## src/rtl/operand_stepper.sv

```systemverilog
// -----------------------------------------------------------------------------
// operand_stepper
//
// Purpose
//   Turns two noisy, active-low push-buttons (increment / decrement) into a
//   registered 4-bit operand in the range 0..MAX_VAL. The operand feeds the
//   multiplier / 7-segment stage downstream.
//
//   Each button passes through:
//     1. a 2-flop synchroniser,
//     2. a debouncer, which accepts a new level only after it has been stable
//        for DEBOUNCE_CYCLES clocks,
//     3. a press detector, which fires on the accepted 1->0 transition.
//
//   The operand then steps with wrap-around. The step priority is:
//     clr > simultaneous inc+dec (cancel) > inc > dec.
//
// Ports
//   clk         in   1  system clock, rising edge
//   rst_n       in   1  asynchronous active-low reset
//   btn_inc_n   in   1  raw increment button, active-low, asynchronous to clk
//   btn_dec_n   in   1  raw decrement button, active-low, asynchronous to clk
//   clr         in   1  synchronous clear, active-high
//   operand     out  4  current operand, registered, always in 0..MAX_VAL
//   step_pulse  out  1  one-cycle strobe; high in the first cycle a new
//                       operand value is visible
//
// Configuration
//   AUTO_REPEAT_EN  When defined, a button held alone generates a step after
//                   REPEAT_DELAY clocks, then one step every REPEAT_PERIOD
//                   clocks. When undefined, the repeat logic is absent and
//                   each accepted press produces exactly one step.
// -----------------------------------------------------------------------------
module operand_stepper #(
    parameter int DEBOUNCE_CYCLES = 500000,
    parameter int MAX_VAL         = 8,
    parameter int REPEAT_DELAY    = 25000000,
    parameter int REPEAT_PERIOD   = 10000000
) (
    input  logic       clk,
    input  logic       rst_n,
    input  logic       btn_inc_n,
    input  logic       btn_dec_n,
    input  logic       clr,
    output logic [3:0] operand,
    output logic       step_pulse
);

    // Reject out-of-range configurations at elaboration time.
    if (DEBOUNCE_CYCLES < 2 || MAX_VAL < 1 || MAX_VAL > 15 ||
        REPEAT_DELAY < 1 || REPEAT_PERIOD < 1) begin : g_bad_params
        $error("operand_stepper: parameter out of range");
    end

    localparam int                DB_W    = $clog2(DEBOUNCE_CYCLES);
    localparam logic [DB_W-1:0]   DB_LAST = DB_W'(DEBOUNCE_CYCLES - 1);
    localparam logic [3:0]        MAX_OP  = 4'(MAX_VAL);

    // Button index: bit 0 = increment, bit 1 = decrement.
    logic [1:0]             btn_raw_n;
    logic [1:0]             sync1_q, sync2_q;
    logic [1:0]             stable_q, stable_d;
    logic [1:0]             stable_prev_q;
    logic [1:0][DB_W-1:0]   db_cnt_q, db_cnt_d;
    logic [1:0]             press_evt;
    logic [1:0]             step_req;
    logic [3:0]             operand_q, operand_d;
    logic                   step_pulse_q, step_pulse_d;

    assign btn_raw_n = {btn_dec_n, btn_inc_n};

    // -------------------------------------------------------------------------
    // Debounce.
    // The counter runs only while the synchronised level disagrees with the
    // accepted level. Any return to agreement restarts it, so only an
    // uninterrupted run of DEBOUNCE_CYCLES differing clocks is accepted.
    // -------------------------------------------------------------------------
    always_comb begin
        // NOTE: every signal assigned in a combinational block gets a default
        // first. A path that leaves a signal unassigned would infer a latch.
        stable_d = stable_q;
        db_cnt_d = db_cnt_q;
        for (int i = 0; i < 2; i++) begin
            if (sync2_q[i] == stable_q[i]) begin
                db_cnt_d[i] = '0;
            end else if (db_cnt_q[i] == DB_LAST) begin
                stable_d[i] = sync2_q[i];
                db_cnt_d[i] = '0;
            end else begin
                db_cnt_d[i] = db_cnt_q[i] + 1'b1;
            end
        end
    end

    // A press is the accepted 1->0 transition. A release produces nothing.
    assign press_evt = stable_prev_q & ~stable_q;

`ifdef AUTO_REPEAT_EN
    localparam int RPT_MAX = (REPEAT_DELAY > REPEAT_PERIOD) ? REPEAT_DELAY : REPEAT_PERIOD;
    localparam int RPT_W   = $clog2(RPT_MAX + 1);

    logic [1:0][RPT_W-1:0]  rpt_cnt_q, rpt_cnt_d;
    logic [1:0]             rpt_armed_q, rpt_armed_d;   // first repeat already issued
    logic [1:0]             rpt_evt;
    logic [1:0]             pressed;
    logic                   solo;
    logic [RPT_W-1:0]       rpt_limit;

    assign pressed = ~stable_q;
    assign solo    = pressed[0] ^ pressed[1];

    // The counter holds the number of clocks since the last step (or since
    // acceptance). It fires on reaching the limit and restarts at 1, so the
    // next firing lands exactly REPEAT_PERIOD clocks later.
    always_comb begin
        rpt_cnt_d   = rpt_cnt_q;
        rpt_armed_d = rpt_armed_q;
        rpt_evt     = '0;
        rpt_limit   = '0;
        for (int i = 0; i < 2; i++) begin
            rpt_limit = rpt_armed_q[i] ? RPT_W'(REPEAT_PERIOD) : RPT_W'(REPEAT_DELAY);
            if (pressed[i] && solo && !clr) begin
                if (rpt_cnt_q[i] == rpt_limit) begin
                    rpt_evt[i]     = 1'b1;
                    rpt_cnt_d[i]   = RPT_W'(1);
                    rpt_armed_d[i] = 1'b1;
                end else begin
                    rpt_cnt_d[i] = rpt_cnt_q[i] + 1'b1;
                end
            end else begin
                rpt_cnt_d[i]   = '0;
                rpt_armed_d[i] = 1'b0;
            end
        end
    end

    always_ff @(posedge clk or negedge rst_n) begin
        if (!rst_n) begin
            rpt_cnt_q   <= '0;
            rpt_armed_q <= '0;
        end else begin
            rpt_cnt_q   <= rpt_cnt_d;
            rpt_armed_q <= rpt_armed_d;
        end
    end

    assign step_req = press_evt | rpt_evt;
`else
    assign step_req = press_evt;
`endif

    // -------------------------------------------------------------------------
    // Step logic. 4-bit arithmetic with explicit wrap, so the operand never
    // leaves 0..MAX_VAL.
    // -------------------------------------------------------------------------
    always_comb begin
        operand_d    = operand_q;
        step_pulse_d = 1'b0;
        if (clr) begin
            operand_d    = 4'd0;
            step_pulse_d = (operand_q != 4'd0);
        end else if (step_req[0] && step_req[1]) begin
            // Simultaneous inc and dec cancel each other.
            operand_d = operand_q;
        end else if (step_req[0]) begin
            operand_d    = (operand_q == MAX_OP) ? 4'd0 : operand_q + 4'd1;
            step_pulse_d = 1'b1;
        end else if (step_req[1]) begin
            operand_d    = (operand_q == 4'd0) ? MAX_OP : operand_q - 4'd1;
            step_pulse_d = 1'b1;
        end
    end

    // NOTE: sequential state uses non-blocking assignments only, so every flop
    // samples its input from before the edge, whatever order the code is in.
    always_ff @(posedge clk or negedge rst_n) begin
        if (!rst_n) begin
            sync1_q       <= 2'b11;
            sync2_q       <= 2'b11;
            stable_q      <= 2'b11;
            stable_prev_q <= 2'b11;
            db_cnt_q      <= '0;
            operand_q     <= 4'd0;
            step_pulse_q  <= 1'b0;
        end else begin
            sync1_q       <= btn_raw_n;
            sync2_q       <= sync1_q;
            stable_q      <= stable_d;
            stable_prev_q <= stable_q;
            db_cnt_q      <= db_cnt_d;
            operand_q     <= operand_d;
            step_pulse_q  <= step_pulse_d;
        end
    end

    assign operand    = operand_q;
    assign step_pulse = step_pulse_q;

endmodule

```

## config.mk

```make
export PLATFORM = sky130hd
export DESIGN_NAME = operand_stepper
export DESIGN_NICKNAME = d
export VERILOG_FILES = /design/src/rtl/operand_stepper.sv
export SDC_FILE = /design/constraint.sdc
export NUM_CORES = 1
export LEC_CHECK = 0
export ABC_CLOCK_PERIOD_IN_PS = 4250
export CELL_PAD_IN_SITES_DETAIL_PLACEMENT = 0
export CELL_PAD_IN_SITES_GLOBAL_PLACEMENT = 1
export CORE_MARGIN = 2
export CORE_UTILIZATION = 51
export CTS_CLUSTER_DIAMETER = 50
export DETAILED_ROUTE_END_ITERATION = 8
export GPL_ROUTABILITY_DRIVEN = 0
export PLACE_DENSITY = 0.83
export SLEW_MARGIN = 20
export SYNTH_ARGS = -nofsm -noshare
export SYNTH_HDL_FRONTEND = slang
export SYNTH_SLANG_ARGS = --single-unit
export TNS_END_PERCENT = 100
```

## constraint.sdc

```tcl
create_clock -name clk -period 4.25 [get_ports clk]
set_input_delay 0.6375 -clock clk [delete_from_list [all_inputs] [get_ports clk]]
set_output_delay 0.6375 -clock clk [all_outputs]
set_load 0.02 [all_outputs]
```

== Word level (Yosys, flattened, before mapping) ==
Index checks and enable logic that the tools add are counted.
Word-level totals
  word-level logic and storage cells: 44
  output and inout port bits: 5
  input port bits: 5
  register bits after elaboration: 51
Operators by class
  bitwise logic cells: 4
  equality and inequality tests: 6
  add/sub/neg operators: 4
  reductions and logical operators: 7
  mux-type cells: 14
Operators with widths (count)
  2-to-1 mux 19 bit: 4
  adder 19 x 1 -> 19 bit (second input constant): 2
  == test 19 bit (second input constant): 2
  2-to-1 mux 4 bit: 6
  AND reduction 2 bit: 3
  adder 4 x 1 -> 4 bit (second input constant): 1
  == test 4 bit (second input constant): 1
  logical NOT 4 bit: 1
  2-to-1 mux 1 bit: 4
  nonzero test 4 bit: 1
  subtractor 4 x 1 -> 4 bit (second input constant): 1
  nonzero test 3 bit: 1
  AND 2 bit: 1
  == test 1 bit: 2
  inequality test 2 bit (second input constant): 1
  NOT 1 bit: 2
  NOT 2 bit: 1
  logical AND 1 bit: 1

== Depth between registers and ports, before layout ==
  depth after elaboration: 6
  gate-level depth with buffers: 6
  depth with buffers taken out: 6

== Least setup slack after synthesis ==
OpenSTA, ideal clock, no wires.
  path kind: register -> register
  start point: register db_cnt_q[19] in the netlist's numbering
  end point: register db_cnt_q[26] in the netlist's numbering
  data arrival time: 1.602 ns
  required time: 4.129 ns
  clock period less this slack: 1.723 ns
  path buffers: 1
  setup time: 0.121 ns
  setup slack: 2.527 ns
  cell stages (with the launch flop): 7
  path through: dfrtp_1 ha_1 and4_2 nand4_1 o21ai_1 buf_2 nor2_1
RTL lines
  from (decl): line 64  | logic [1:0][DB_W-1:0] db_cnt_q, db_cnt_d;
  from (signal assigned): line 190  | db_cnt_q <= db_cnt_d;

== Worst setup path after layout ==
  start point: register operand_q[3] (netlist: operand[3])
  end point: output port operand[3]
RTL lines
  from (decl): line 67  | logic [3:0] operand_q, operand_d;
  from (signal assigned): line 191  | operand_q <= operand_d;
  to (decl): line 45  | output logic [3:0] operand,
No word-level cell between the ends.

==> metrics.md <==
| Metric | Value |
|---|---|
| Critical R2R Capture | db_cnt_q[8] |
| # setup viols final | 0 |
| Vias in the first global route | 1743 |
| Post-synthesis mux area share | 0.0204 |
| Area share of fa/ha/maj cells after synthesis | 0.0291 |
| Sequential-to-total area share from yosys stat | 0.498 |
| Port Buf Inserts | 9 |
| R2R Setup Slk | 2.31 ns |
| Clock power frac | 0.345 |
| Critical Path Source Type | flip-flop |
| Initial DRC count | 108 |
| Slowest cell delay on critical path | 0.66 ns |
| Via count | 1882 |
| Final-report hold violation count | 0 |
| Vias/cell | 5.49 |
| Seq cells post-synth | 51 |
| Critical path arrival | 1.49 ns |
| TritonCTS Sinks | 51 |
| Crit path capture | operand[3] |
| TritonRoute pass-1 iters | 4 |
| Synth Net Count | 275 |
| Reg clk slew, reported paths | roughly 0.1 ns |
| Max Cap Violations | 0 |
| DP HPWL | 3180 µm |
| Root Buffer | clkbuf_8 |
| TritonCTS Buffers | 5 |
| R2R cell count | 5 |
| Largest net degree at the start of global routing | 52 |
| Initial antenna violation count | 0 |
| Final #Nets | about 290 |
| Placed Cells | 335 |
| Crit path max fanout | 9 |
| Synth unique cells | 42 |
| First-pass GRT wire length | between 8000 and 9000 µm |
| Routed Antenna Nets | 0 |
| RSZ-0062 raised after global routing | false |
| Main combinational cell family by area after synthesis | simple AND/OR/NAND/NOR gates |
| Switch Pwr | 0.193 mW |
| Bufs and invs on worst path | 1 |
| Xor/xnor cell area share of the yosys netlist | 0.102 |
| Die H | ~75 µm |
| Rel. slew slack | 0.500 |
| Avg WL per Cell | 13.7 µm |
| WP depth | 1 |
| Clock Skews | 0.0197 ns |
| Share of cells above drive strength 1 | 0.101 |
| Starting Density | 0.536 |
| Hold-fix buffers, CTS | 0 |
| Core area | 4820 µm² |
| Skew-Pair Late Insertion Delay | 0.31 ns |
| Sw Share | 0.238 |
| Gr ovfl total | 0 |
| Ant diodes | 0 |
| Area Growth Syn to Fin | 8.92% |
| Status | finished clean |
| CP Data Required Time | 3.61 ns |
| Asr flop ratio synth | 1.00 |
| Post-synthesis simple-gate area fraction | 0.255 |
| Fmax | 0.470 GHz |
| Fin. max-slew vios | 0 |
| Tcrit/Tclk final | 0.501 |
| Post-route insts no fill | 343 |
| Clock period minus worst slack | 2.13 ns |
| Mapped Area | about 2600 µm² |
| CTS tree | built |
| Post-CTS Setup Inserts | 0 |
| Worst-Margin Slew | 0.750 ns |
| Die area | 5650 µm² |
| Syn. warnings | 0 |
| DRC violations left | 0 |
| Critical path class | reg -> out |
| Tot GR Track Use | 0.189 |
| Ys flop type | dfrtp_1 |
| Compound-Gate Fraction of Synth Area | 0.0674 |
| Leak | roughly 1.1 nW |
| Worst-path cell chain | clkdlybuf4s50_1 |
| FP Rows | 25 |
| Longest Clk Path Bufs | 2 |
| Family with the most delay on the worst path | buffers and inverters |
| Worst Setup SP | operand[3] |
| Hold crit path type | reg -> reg |
| Worst VDD drop | 0.000179 V |
| Int Pwr | a little over 0.6 mW |
| Mapped Cells | 264 |
| Setup TNS | 0 ns |
| Comb pwr share | 0.039 |
| Die Wd | 75.1 µm |
| CP Capture Type | primary output |
| Worst reg2reg startpoint | db_cnt_q[0] |
| Post-cts sizing count | 0 |
| Number of synthesized flops with an enable pin | 0 |
| Syn avg cell area | 9.78 µm² |
| H-tree level count | 2 |
| CP max-delay cell | clkdlybuf4s50_1 |
| Sequential fraction of design power | 0.616 |
| Drt total wl | ~4700 µm |
| IO Pins | 10 |
| PwrDens | 289 nW/µm² |
registers in the layout, indices dropped and copies added, names as in the netlist:
name,count
db_cnt_q,38
operand,4
stable_prev_q,2
stable_q,2
sync1_q,2
sync2_q,2
step_pulse,1
placed cells by master (no fill, tap or decap), types with 2 or more instances in the layout:
cell             count
a21oi_1             11
and2_1               2
and3_1               3
clkbuf_8             5
clkdlybuf4s50_1      8
dfrtp_1             43
dfstp_2              8
ha_1                 6
inv_1               10
mux2_2               2
mux2i_1              3
nand2_1             17
nand2b_1             3
nand3_1             13
nand4_1             10
nand4_2              2
nor2_1              41
nor3_1               9
nor4_1              12
nor4bb_1             2
o21ai_0              6
o21ai_2              2
o31ai_1              3
or2_1                2
or2_2                3
or3_1                3
or4_1                2
xnor2_1             20
xor2_1              10
per-stage QoR:
step	total power [mW]	hold WS, ns	worst slack (ns)	util	instance area [µm²]
after floorplan	0.523	0.342	2.53	-	2580
after global routing	0.846	0.379	2.06	0.584	2810
final	0.812	0.371	2.12	0.584	2810
after CTS	0.823	0.374	2.11	0.584	2810
after global placement	0.542	0.356	2.02	0.565	2720
after detailed placement	0.543	0.356	2.28	0.566	2730
area by class of cell:
cell class                      count  area (µm²)
Sequential cell                    51        1290
Multi-Input combinational cell    197        1230
Fill cell                         433        2010
Timing Repair Buffer               10        92.6
Clock inverter                      2        12.5
Inverter                           10        37.5
Tap cell                           67        83.8
Clock buffer                        6        72.6
worst min-delay path by stage:
stage          slack (ns)  startpoint  cells past startpoint          end
2_1_floorplan        0.34       rst_n                      0  db_cnt_q[0]
3_3_place_gp         0.36  sync1_q[0]                      0   sync2_q[0]
3_5_place_dp         0.36  sync1_q[0]                      0   sync2_q[0]
4_1_cts              0.37  sync1_q[1]                      0   sync2_q[1]
5_1_grt              0.38  sync1_q[1]                      0   sync2_q[1]
6_report             0.37  sync1_q[1]                      0   sync2_q[1]
cell usage after synthesis (all sizes together), types with 3 or more instances:
library cell  count  area share
nand3            13       0.025
a21oi            11       0.021
or3               3      0.0073
mux2i             3       0.012
nor2             41       0.060
nand2b            3      0.0073
nand2            17       0.025
xor2             10       0.034
dfrtp            43        0.42
or2               5       0.012
nor3              9       0.017
dfstp             8       0.081
xnor2            20       0.068
ha                6       0.029
buf               4       0.010
inv              10       0.015
o31ai             3      0.0087
and3              3      0.0073
nand4            12       0.034
o21ai             8       0.017
nor4             12       0.029
power groups by stage:
stage | sequential (mW) | combinational [mW] | clock (mW)
final | 0.500 | 0.0316 | 0.280
after detailed placement | 0.510 | 0.0328 | 0
after floorplan | 0.509 | 0.0138 | 0
after global placement | 0.509 | 0.0321 | 0
after global routing | 0.502 | 0.0377 | 0.306
after CTS | 0.501 | 0.0330 | 0.290
logic make-up after synthesis:
family          Yosys count
mux                       5
simple gates            128
fa+ha+maj                 6
compound gates           28
buf+inv                  16
xor+xnor                 30
flops                    51
routing by layer:
layer  GRT usage  part of all wire  vias to the layer above
met2       0.273              0.43                       30
met1       0.277              0.53                      891
met5           0                 0                        -
li1            -                 -                      953
met3      0.0415             0.030                        8
met4      0.0760             0.016                        0
(Power assumes the default switching activity.)
